$ cat src/rtl/vector_data_packer.sv
// vector_data_packer
//   Packs the meaningful lanes of successive reduce-unit beats into full
//   N-lane vectors. Each beat carries N, M or 1 valid lanes. The chunk size
//   is latched from size_in on the first beat of every output vector. A
//   vector is emitted one cycle after the beat that fills it, or after the
//   beat that carries eof_in. A partial vector emitted on eof has its unfilled
//   lanes forced to zero.
//
// Ports
//   clk, rst              clock; asynchronous active-high reset
//   valid_in              input beat valid
//   eof_in                end of frame, only meaningful with valid_in
//   size_in               0=N lanes, 1=M lanes, 2=1 lane, 3 behaves as 0
//   vector_in             N lanes of DATA_WIDTH bits, lane i at [i*DW +: DW]
//   valid_out             one-cycle pulse, packed vector available
//   eof_out               last vector of the frame (qualified by valid_out)
//   num_valid_out         filled lanes in vector_out (qualified by valid_out)
//   vector_out            packed vector, lane 0 holds the oldest data
module vector_data_packer #(
    parameter int N          = 8,
    parameter int M          = 4,
    parameter int DATA_WIDTH = 32
) (
    input  logic                      clk,
    input  logic                      rst,
    input  logic                      valid_in,
    input  logic                      eof_in,
    input  logic [1:0]                size_in,
    input  logic [N*DATA_WIDTH-1:0]   vector_in,
    output logic                      valid_out,
    output logic                      eof_out,
    output logic [$clog2(N+1)-1:0]    num_valid_out,
    output logic [N*DATA_WIDTH-1:0]   vector_out
);

    localparam int CW = $clog2(N + 1);
    localparam int VW = N * DATA_WIDTH;

    localparam logic [VW-1:0] MASK_N = '1;
    localparam logic [VW-1:0] MASK_M = {{((N - M) * DATA_WIDTH){1'b0}}, {(M * DATA_WIDTH){1'b1}}};
    localparam logic [VW-1:0] MASK_1 = {{((N - 1) * DATA_WIDTH){1'b0}}, {DATA_WIDTH{1'b1}}};

    localparam logic [CW-1:0] K_N = CW'(N);
    localparam logic [CW-1:0] K_M = CW'(M);
    localparam logic [CW-1:0] K_1 = CW'(1);

    typedef enum logic [1:0] {
        MODE_N = 2'd0,
        MODE_M = 2'd1,
        MODE_1 = 2'd2
    } mode_t;

    mode_t         mode;
    logic [CW-1:0] fill;
    logic [VW-1:0] pack_buf;

    mode_t         eff_mode;
    logic [CW-1:0] k;
    logic [CW-1:0] fill_next;
    logic [VW-1:0] lane_mask;
    logic [VW-1:0] merged;
    logic          emit;

    // Mode is re-evaluated only when the buffer is empty, so a size change
    // mid-vector is deferred until after the next emission.
    always_comb begin
        eff_mode = mode;
        if (fill == '0) begin
            case (size_in)
                2'd1:    eff_mode = MODE_M;
                2'd2:    eff_mode = MODE_1;
                default: eff_mode = MODE_N;
            endcase
        end
    end

    always_comb begin
        k         = K_N;
        lane_mask = MASK_N;
        case (eff_mode)
            MODE_M: begin
                k         = K_M;
                lane_mask = MASK_M;
            end
            MODE_1: begin
                k         = K_1;
                lane_mask = MASK_1;
            end
            default: begin
                k         = K_N;
                lane_mask = MASK_N;
            end
        endcase
    end

    // Lanes at and above fill are always zero in pack_buf, so OR-merging the
    // shifted chunk is enough. K divides N and fill is a multiple of K, so the
    // chunk never spills past lane N-1.
    always_comb begin
        fill_next = fill + k;
        merged    = pack_buf | ((vector_in & lane_mask) << (32'(fill) * DATA_WIDTH));
        emit      = (fill_next == K_N) || eof_in;
    end

    always_ff @(posedge clk or posedge rst) begin
        if (rst) begin
            mode          <= MODE_N;
            fill          <= '0;
            pack_buf      <= '0;
            valid_out     <= 1'b0;
            eof_out       <= 1'b0;
            num_valid_out <= '0;
            vector_out    <= '0;
        end else begin
            valid_out     <= 1'b0;
            eof_out       <= 1'b0;
            num_valid_out <= '0;
            if (valid_in) begin
                mode <= eff_mode;
                if (emit) begin
                    vector_out    <= merged;
                    valid_out     <= 1'b1;
                    eof_out       <= eof_in;
                    num_valid_out <= fill_next;
                    fill          <= '0;
                    pack_buf      <= '0;
                end else begin
                    fill     <= fill_next;
                    pack_buf <= merged;
                end
            end
        end
    end

endmodule

$ cat config.mk
export PLATFORM = sky130hd
export DESIGN_NAME = vector_data_packer
export DESIGN_NICKNAME = d
export VERILOG_FILES = /design/src/rtl/vector_data_packer.sv
export SDC_FILE = /design/constraint.sdc
export NUM_CORES = 2
export LEC_CHECK = 0
export BUFFER_PORTS_ARGS = -buffer_cell sky130_fd_sc_hd__buf_4
export CAP_MARGIN = 20
export CORE_ASPECT_RATIO = 2
export CORE_MARGIN = 1
export CORE_UTILIZATION = 45
export DETAILED_ROUTE_END_ITERATION = 16
export PLACE_DENSITY = 0.67
export SYNTH_ARGS = -nofsm -noshare
export SYNTH_HDL_FRONTEND = slang
export SYNTH_SLANG_ARGS = --single-unit
$ cat constraint.sdc
create_clock -name clk -period 31.9 [get_ports clk]
set_clock_uncertainty 0.05 [all_clocks]
set_input_delay 0 -clock clk [delete_from_list [all_inputs] [get_ports clk]]
set_output_delay 0 -clock clk [all_outputs]
set_load 0.1 [all_outputs]
==> run_results.csv <==
group,metric,value,unit
status,outcome,"finished, final reports clean",
critical_path,rrSetupSlack,25.14,ns
critical_path,crit_path_end_kind,"register",
critical_path,worst_path_largest_cell_delay,0.97,ns
detailed_routing,remaining_drc_errors,0,
sta,setup_ws,25.14,ns
critical_path,path_max_fanout,293,
cts,cts_buffer_depth,3,
critical_path,cp_top_family,"buffers and inverters",
global_route,gr-usage-met1,47.5,%
cts,cts_tree,"built",
cells_and_area,nets,3739,
detailed_routing,wire_per_inst,26.0,µm
logic_synthesis,synthArstFlopShare,100,%
cells_and_area,layout.cells.non_filler,4280,
global_route,grt_max_degree,294,
placed_design,pre_cts_slack,25.74,ns
global_route,antenna_found_initial,7,
hold_path,hold_depth,5,
floorplanning,io_pins,524,
critical_path,cp_slowest_cell,"buf_4",
critical_path,worst-path-buf-inv,6,
cts,htreeDepth,2,
global_route,grt_use_total,35.8,%
logic_synthesis,yosys_register_bits,524,
placed_design,placed_cells,3983,
run,max_cap_violations,0,
sta,slew_headroom,18.4,%
global_route,use_met3,6.77,%
critical_path,reg2reg_depth,16,
cts,cts_made_buffers,48,
floorplanning,fp.dieArea,61200,µm²
global_route,use_met2,55.1,%
placed_design,dpl.hpwl,74100,µm
floorplanning,num_rows,126,
logic_synthesis,syn_area,27100,µm²
placed_design,numPortBuffers,523,
critical_path,start_kind,"register",
logic_synthesis,ys_top_cells_by_area,"dfrtp_1 48%, a21oi_1 12%, nor2_1 8.8%",
cells_and_area,final_layout_size_suffix_gt1_share,19.7,%
cts,insertion_delay,0.60,ns
logic_synthesis,synth_warnings,0,
global_route,grt_pass1_vias,25400,
cells_and_area,multi_input_area,12600,µm²
sta,drv_slew,0,
detailed_routing,drt_pass1_iterations,6,
cells_and_area,register_area,13100,µm²
sta,tns,0,ns
logic_synthesis,yosys.area.top_type,"dfrtp_1",
floorplanning,core-area,59300,µm²
critical_path,timing_worst_setup_path_type,"register to register",
cells_and_area,areaGrowthSynthToFinish,27.8,%
logic_synthesis,synth_area_per_cell,9.22,µm²
sta,worstMarginPinSlew,1.22,ns
sta,fmax,148,MHz
critical_path,arrival,7.22,ns
detailed_routing,avgViaCountPerCell,6.13,
logic_synthesis,synth_ff_type,"dfrtp_1",
cts,post_cts_resized,0,
logic_synthesis,syn-num-nets,3202,
detailed_routing,antenna_left,0,
critical_path,required,32.36,ns
sta,whs,0.00761,ns
sta,post-route-period-util,21.2,%
critical_path,cp_cell_sequence,"nor2_4, nand2_1, nor3b_1, dlygate4sd3_1, a21oi_1, inv_1, ha_2, buf_4, xnor2_2, xnor2_2, o21ai_4, buf_12, buf_12, buf_4, nor2_1, a21oi_1",
sta,fin_crit,6.76,ns
detailed_routing,routed_wl,111000,µm
logic_synthesis,synth_edf_count,0,
hold_path,hold_class,"input pin to register",
logic_synthesis,yosys.area.top_type_share,48.5,%
floorplanning,initial_utilization,45.6,%
detailed_routing,vias,26200,
critical_path,worst-path-stages,16,
detailed_routing,drtIter0Drc,3232,
floorplanning,die-height,349,µm
logic_synthesis,synth_seq_area_share,48.5,%
logic_synthesis,synth_cell_types,51,
cts,clock_sinks,524,
placed_design,gp_congestion,0.956,
sta,rsz0062_at_grt,"no",
floorplanning,die_w,175,µm
global_route,grt_busiest_layer,"met2",
sta,finalSetupViolations,0,
sta,hold_viol,0,
cells_and_area,fillers,5372,
global_route,grt_pass1_wl,164000,µm
cts,root_buffer,"clkbuf_16",
logic_synthesis,syn_inst,2934,
cts,path_clk_slew,0.07,ns
global_route,grt-ovfl-total,0,
cells in the mapped netlist (28+ instances only):
master    count
buf_4        28
clkbuf_1     89
nor3_1       52
nor4b_1      31
and2_1       33
and3b_1      32
o221ai_1     33
a21o_1       32
dfrtp_1     524
o21ai_0      34
nand3b_1     63
mux2i_1     191
nand2_1      39
a21oi_1     658
a22o_1       33
o22ai_1      33
o221a_2      31
a221o_1      31
a211o_1      31
buf_2       135
nor2_1      631
logic make-up (layout without fill, tap and decap cells):
kind of cell,Yosys count,count (layout),share of synthesized area (%)
muxes,192,192,7.15
other,0,7,0
AOI/OAI and AO/OA,1003,1003,22.5
adders and majority gates,6,6,0.277
buffers and inverters,280,851,5.34
DFF,524,524,48.5
xor gates and xnor gates,3,3,0.153
and+or+nand+nor,926,926,16.1
cell usage in the layout (no fill, tap or decap), types with 34 or more instances in the layout:
master | netlist | routed
dlygate4sd3_1 | 0 | 204
nor3_1 | 52 | 52
a21oi_1 | 658 | 658
nand3b_1 | 63 | 63
mux2i_1 | 191 | 191
dfrtp_1 | 524 | 522
o21ai_0 | 34 | 34
nor2_1 | 631 | 624
clkbuf_16 | 0 | 49
buf_4 | 28 | 547
nand2_1 | 39 | 38
registers in the layout (all words and copies together) (netlist names):
| signal | flops |
|---|---|
| valid_out | 1 |
| mode | 2 |
| pack_buf | 256 |
| num_valid_out | 4 |
| fill | 4 |
| eof_out | 1 |
| vector_out | 256 |
worst paths after layout:
check / start / end
worst max-delay path: fill[0] / vector_out[31]
worst min-delay path: vector_in[86] / pack_buf[182]
worst max register to register: fill[0] / vector_out[31]
worst min register to register: pack_buf[219] / pack_buf[219]
max in group asynchronous: rst / vector_out[2]
min in group asynchronous: rst / pack_buf[20]
timing repair:
action,4_1_cts,5_1_grt
hold endpoints to repair,483,0
buffers inserted,0,0
endpoints found under the setup margin,0,0
hold buffers,204,0
per-layer routing:
metal / wire [µm] / part of all wire [%]
met5: 0 / 0
met4: 6630 / 6.0
met3: 10200 / 9.1
met2: 50200 / 45
met1: 44200 / 40
area by class of cell:
type,count,area share [%]
repair buffers,759,18.3
clock inverters,16,0.380
clock buffers,68,4.01
flip-flops and latches,524,37.9
well taps,768,2.78
diodes,7,0.0506
inverters,8,0.116
multi-input cells,2130,36.4
per-stage QoR:
stage	instance area, µm²	util (%)
after floorplan	27100	-
after global placement	30900	52.1
after detailed placement	31000	52.2
after CTS	34500	58.2
after global routing	34600	58.3
final	34600	58.3
worst min-delay path, cell delays in order:
cell      delay, ns
buf_4          0.11
mux2i_1        0.08
o221ai_1       0.17
a21oi_1        0.11
nor3_1         0.12
Power is left out: the tool's default activity adds up to more than one toggle a clock period on the data nets, which glitch-free logic cannot reach.
